File: config.mk
export PLATFORM = sky130hd
export DESIGN_NAME = fifo_mem_ctrl
export DESIGN_NICKNAME = d
export VERILOG_FILES = /design/src/rtl/fifo_mem_ctrl.sv
export SDC_FILE = /design/constraint.sdc
export NUM_CORES = 1
export LEC_CHECK = 0
export ABC_AREA = 0
export ABC_CLOCK_PERIOD_IN_PS = 3000
export CAP_MARGIN = 20
export CORE_MARGIN = 2
export CORE_UTILIZATION = 35
export DETAILED_ROUTE_END_ITERATION = 10
export PLACE_DENSITY = 0.65
export SYNTH_ARGS = -nofsm -noshare
export SYNTH_HDL_FRONTEND = slang
export SYNTH_SLANG_ARGS = --single-unit
File: constraint.sdc
create_clock -name clk_i -period 3 [get_ports clk_i]
set_input_delay 0.6 -clock clk_i [delete_from_list [all_inputs] [get_ports clk_i]]
set_output_delay 0.6 -clock clk_i [all_outputs]
set_load 0.01 [all_outputs]
File: src/rtl/fifo_mem_ctrl.sv
// Stream-side controller for a FIFO memory: valid/ready streams in,
// memory request strobes out, with a 2-entry read-return buffer.
module fifo_mem_ctrl #(
  parameter int WIDTH      = 32,
  parameter int FIFO_DEPTH = 32,
  parameter int CNT_W      = $clog2(FIFO_DEPTH) + 1
) (
  input  logic             clk_i,
  input  logic             rst_i,
  input  logic             in_valid_i,
  output logic             in_ready_o,
  input  logic [WIDTH-1:0] in_data_i,
  output logic             out_valid_o,
  input  logic             out_ready_i,
  output logic [WIDTH-1:0] out_data_o,
  output logic             mem_wr_en_o,
  output logic [WIDTH-1:0] fifo_wr_data_o,
  output logic             mem_rd_en_o,
  input  logic [WIDTH-1:0] fifo_rd_data_i,
  input  logic             mem_wr_err_i,
  input  logic             mem_rd_err_i,
  output logic [CNT_W-1:0] count_o,
  output logic             fault_o
);

  typedef enum logic [1:0] {
    S_INIT,
    S_RUN,
    S_FAULT
  } state_e;

  localparam logic [CNT_W-1:0] DEPTH_C = CNT_W'(FIFO_DEPTH);

  state_e           state_q, state_d;
  logic [CNT_W-1:0] count_q, count_d;
  logic             prio_q, prio_d;
  logic             inflight_q;
  logic [1:0]       occ_q, occ_d;
  logic             wptr_q, rptr_q;
  logic [WIDTH-1:0] buf_q [2];

  logic             run, not_full;
  logic [1:0]       pend;
  logic             wr_elig, rd_elig;
  logic             rd_grant, wr_grant;
  logic             push, pop;

  always_ff @(posedge clk_i or posedge rst_i) begin
    if (rst_i) state_q <= S_INIT;
    else       state_q <= state_d;
  end

  always_comb begin
    state_d = state_q;
    unique case (state_q)
      S_INIT:  state_d = S_RUN;
      S_RUN: begin
        if (mem_wr_err_i || mem_rd_err_i)
          state_d = S_FAULT;
      end
      S_FAULT: state_d = S_FAULT;
      default: state_d = S_INIT;
    endcase
  end

  // prio_q high means a contested cycle goes to the read side
  always_comb begin
    run      = (state_q == S_RUN);
    not_full = (count_q < DEPTH_C);
    pend     = occ_q + {1'b0, inflight_q};
    wr_elig  = run && not_full && in_valid_i;
    rd_elig  = run && (count_q != '0)
               && (pend < 2'd2);
    rd_grant = rd_elig && (!wr_elig || prio_q);
    wr_grant = wr_elig && !rd_grant;
    in_ready_o     = run && not_full && !rd_grant;
    mem_wr_en_o    = wr_grant;
    mem_rd_en_o    = rd_grant;
    fifo_wr_data_o = in_data_i;
    out_valid_o    = (occ_q != 2'd0);
    out_data_o     = buf_q[rptr_q];
    count_o        = count_q;
    fault_o        = (state_q == S_FAULT);
  end

  always_comb begin
    push    = inflight_q;
    pop     = out_valid_o && out_ready_i;
    count_d = count_q;
    if (wr_grant)      count_d = count_q + CNT_W'(1);
    else if (rd_grant) count_d = count_q - CNT_W'(1);
    prio_d = (wr_elig && rd_elig) ? !prio_q : prio_q;
    occ_d  = occ_q;
    unique case ({push, pop})
      2'b10:   occ_d = occ_q + 2'd1;
      2'b01:   occ_d = occ_q - 2'd1;
      default: occ_d = occ_q;
    endcase
  end

  always_ff @(posedge clk_i or posedge rst_i) begin
    if (rst_i) begin
      count_q    <= '0;
      prio_q     <= 1'b0;
      inflight_q <= 1'b0;
      occ_q      <= 2'd0;
      wptr_q     <= 1'b0;
      rptr_q     <= 1'b0;
      buf_q[0]   <= '0;
      buf_q[1]   <= '0;
    end else begin
      count_q    <= count_d;
      prio_q     <= prio_d;
      inflight_q <= rd_grant;
      occ_q      <= occ_d;
      if (push) begin
        buf_q[wptr_q] <= fifo_rd_data_i;
        wptr_q        <= !wptr_q;
      end
      if (pop) rptr_q <= !rptr_q;
    end
  end

endmodule
==> results.py <==
metrics = {
    "power": {
        "finalPower_mw": 5.54,
        "ir_worst_vdd_v": 0.000465,
        "internal-power_mw": 3.83,
        "power_frac_comb_pct": 49.2,
        "power_switching_mw": 1.71,
        "pwr-share-seq_pct": 34.5,
        "leakage_nw": 2.01,
        "clkPwrFrac_pct": 16.4,
        "p_per_area_nw_per_um2": 1130,
        "swShare_pct": 30.8,
    },
    "global_routing": {
        "grt_max_degree": 43,
        "grt_overflow_total": 0,
        "grt_pass1_wl_mm": 12.1,
        "antenna_found_initial": 0,
        "grt_pass1_vias": 2494,
        "grt_usage_pct": 13.3,
    },
    "synth": {
        "synth_edf_count": 0,
        "synthTopCellsByCount": "mux2_2, dfrtp_1, buf_4",
        "yosysTopAreaCell": "dfrtp_1",
        "ys_ff_latch": 78,
        "synth.distinct_cells": 29,
        "netlist_area_um2": 3850,
        "synth_top_area_share_pct": 50.6,
        "yosysSeqAreaShare_pct": 50.6,
        "avgSynthCellArea_um2": 13.6,
        "syn_nets": 362,
        "yosysMostFrequentCell": "mux2_2",
        "synthArstFlopShare_pct": 100,
        "syn-instance-count": 283,
        "ys.flop_type": "dfrtp_1",
        "synthTopCellsByArea": "dfrtp_1, mux2_2, buf_4",
        "yosys_warnings": 0,
    },
    "sta": {
        "tightest_slew_ps": 713,
        "setup_viol": 0,
        "timing.fmax_mhz": 357,
        "maxSlewViolCount": 0,
        "layout_min_cycle_time_ps": 2800,
        "rsz0062_at_grt": "no",
        "period_share_pct": 93.5,
        "hold_viol": 0,
        "timing.slew.headroom_pct": 52.4,
        "fin_skew_ps": 7.31,
        "fin_hold_ws_ps": 504,
        "tns_ps": 0,
    },
    "status": {
        "status": "finished clean",
    },
    "placed_design": {
        "gp_congestion": 0.698,
        "port_buffers": 80,
        "dpl.hpwl_mm": 5.14,
    },
    "routing": {
        "drtAntennaViolNets": 0,
        "avgRoutedWirePerCell_um": 15.1,
        "routed_wl_mm": 7.37,
        "via_count": 2308,
        "vias_per_cell": 4.73,
        "dr.pass1.iters": 3,
        "drtIter0Drc": 34,
        "drc": 0,
    },
    "clock_network": {
        "postCtsHoldBufs": 0,
        "clock_sinks": 78,
        "cts_root_buffer": "clkbuf_8",
        "clk_path_buf_depth": 2,
        "cts_buffers": 9,
        "clkSlewWorstSetupHoldPaths_ps": 80,
        "cts.htree.levels": 3,
        "cts_setup_buffers": 0,
        "cts_tree": "done",
        "clk_latency_ps": 350,
    },
    "setup_path": {
        "cpPeakStageDelay_ps": 560,
        "crit_family": "buffers and inverters",
        "slowest_stage": "clkdlybuf4s50_1",
        "cp-start-kind": "flop",
        "crit_type": "reg -> out",
        "crit_fanout": 6,
        "cp.arrival_ps": 2200,
        "crit_buf_inv": 1,
        "path_cells": "nor4_4 > a22oi_4 > a21boi_2 > nor3b_1 > clkdlybuf4s50_1",
        "end_kind": "output pin",
        "critPathRequiredTime_ps": 2400,
    },
    "job": {
        "maxCapViolations": 0,
    },
    "hold_path": {
        "hold_class": "reg -> reg",
    },
    "cells_and_area": {
        "fill_cells": 996,
        "multiInputGateArea_um2": 1600,
        "layout.nets": 422,
        "drive_gt1_share_pct": 39.1,
        "syn_to_final_growth_pct": 27.2,
        "ff_latch_area_um2": 1950,
        "diodes": 0,
    },
    "die": {
        "dieArea_um2": 11900,
        "die_x_um": 109,
        "core_area_um2": 10800,
        "die_h_um": 109,
        "io_pins": 145,
        "start_util_pct": 35.7,
        "rows": 38,
    },
}
## power groups by stage
| stage | clock (mW) | sequential (mW) | combinational (mW) |
|---|---|---|---|
| after global routing | 0.998 | 1.99 | 2.96 |
| after floorplan | 0 | 1.84 | 1.68 |
| after global placement | 0 | 1.89 | 2.71 |
| final | 0.908 | 1.91 | 2.72 |
| after detailed placement | 0 | 1.92 | 2.76 |
| after CTS | 0.944 | 1.91 | 2.78 |
## layout by cell type (no fill, tap or decap)
master           Yosys  final
nand3_2              1      2
nor4_4               0      1
nor3b_1              2      2
a311oi_1             2      2
mux2_2              98     98
ha_1                 8      8
and2_1               1      1
or2_2                1      1
mux2_4               1      1
nor2b_1              3      3
nand3_1              2      1
bufinv_16            0      2
clkbuf_1             3      1
a21oi_1              5      5
o21ai_0              3      3
clkdlybuf4s50_1      0     80
a21boi_2             1      1
buf_12               0      2
a22oi_4              1      1
nor2_1               4      3
clkinv_2             0      2
nand2_1              6      6
buf_4               35     10
a211oi_1             1      1
dfrtp_1             78     78
fa_1                 1      1
xnor2_1              5      5
and4_2               1      1
a21o_1               2      2
nor2_4               0      1
clkbuf_8             0     12
inv_1                6      5
xor2_1               5      5
o21ai_4              1      1
## layer usage
| layer | vias to the layer above | wire (um) | global-route usage [%] |
|---|---|---|---|
| met5 | - | 0 | 0 |
| met4 | 0 | 101 | 5.40 |
| met3 | 16 | 447 | 4.48 |
| met2 | 69 | 3760 | 23.3 |
| met1 | 1148 | 3060 | 14.8 |
| li1 | 1075 | - | - |
## final timing paths
path,start,endpoint,slack [ps],cells past startpoint
worst max register to register,count_o[1],count_o[5],330,11
worst max-delay path,count_o[1],in_ready_o,200,5
worst min-delay path,buf_q[29],buf_q[29],500,1
worst min register to register,buf_q[29],buf_q[29],500,1
max in group asynchronous,rst_i,buf_q[36],1680,3
min in group asynchronous,rst_i,buf_q[29],650,2
## timing repair
item | 4_1_cts | 5_1_grt
gates resized for setup | 1 | 1
pin swaps | 0 | 1
endpoints found under the setup margin | 1 | 2
## flip-flops by register name, summed over array words and instances, names as in the netlist
register	count
state_q	2
rptr_q	1
inflight_q	1
prio_q	1
count_o	6
occ_q	2
buf_q	64
wptr_q	1
## cell type report
type,count,area share (%)
flip-flops and latches,78,39.8
multi-input cells,156,32.7
repair buffers,92,18.7
well taps,140,3.57
clock buffers,13,3.44
clock inverters,3,1.33
inverters,6,0.485
## worst register-to-register path, delay by kind of cell (launching register included)
family | cells | cell delay, ps
flops | 1 | 470
compound gates | 5 | 900
simple gates | 4 | 660
fa+ha+maj | 1 | 350
buf+inv | 1 | 180
## per-stage QoR
step           utilization [%]  setup slack, ps  area (um2)  instances
2_1_floorplan                -              360        3850        283
3_3_place_gp              43.1              159        4660        472
3_5_place_dp              43.1             39.4        4660        472
4_1_cts                   45.4             60.8        4900        488
5_1_grt                   45.4             23.3        4900        488
6_report                  45.4              195        4900        488
## kinds of logic (layout without fill, tap and decap cells)
kind of cell | after synthesis | after routing | share of synthesized area (%)
muxes | 99 | 99 | 29.0
and+or+nand+nor | 22 | 22 | 3.28
DFF | 78 | 78 | 50.6
AOI/OAI and AO/OA | 16 | 16 | 3.34
buffers and inverters | 49 | 114 | 8.34
xor gates and xnor gates | 10 | 10 | 2.27
adders and majority gates | 9 | 9 | 3.12
No activity file was read; power rests on OpenSTA's default activity.
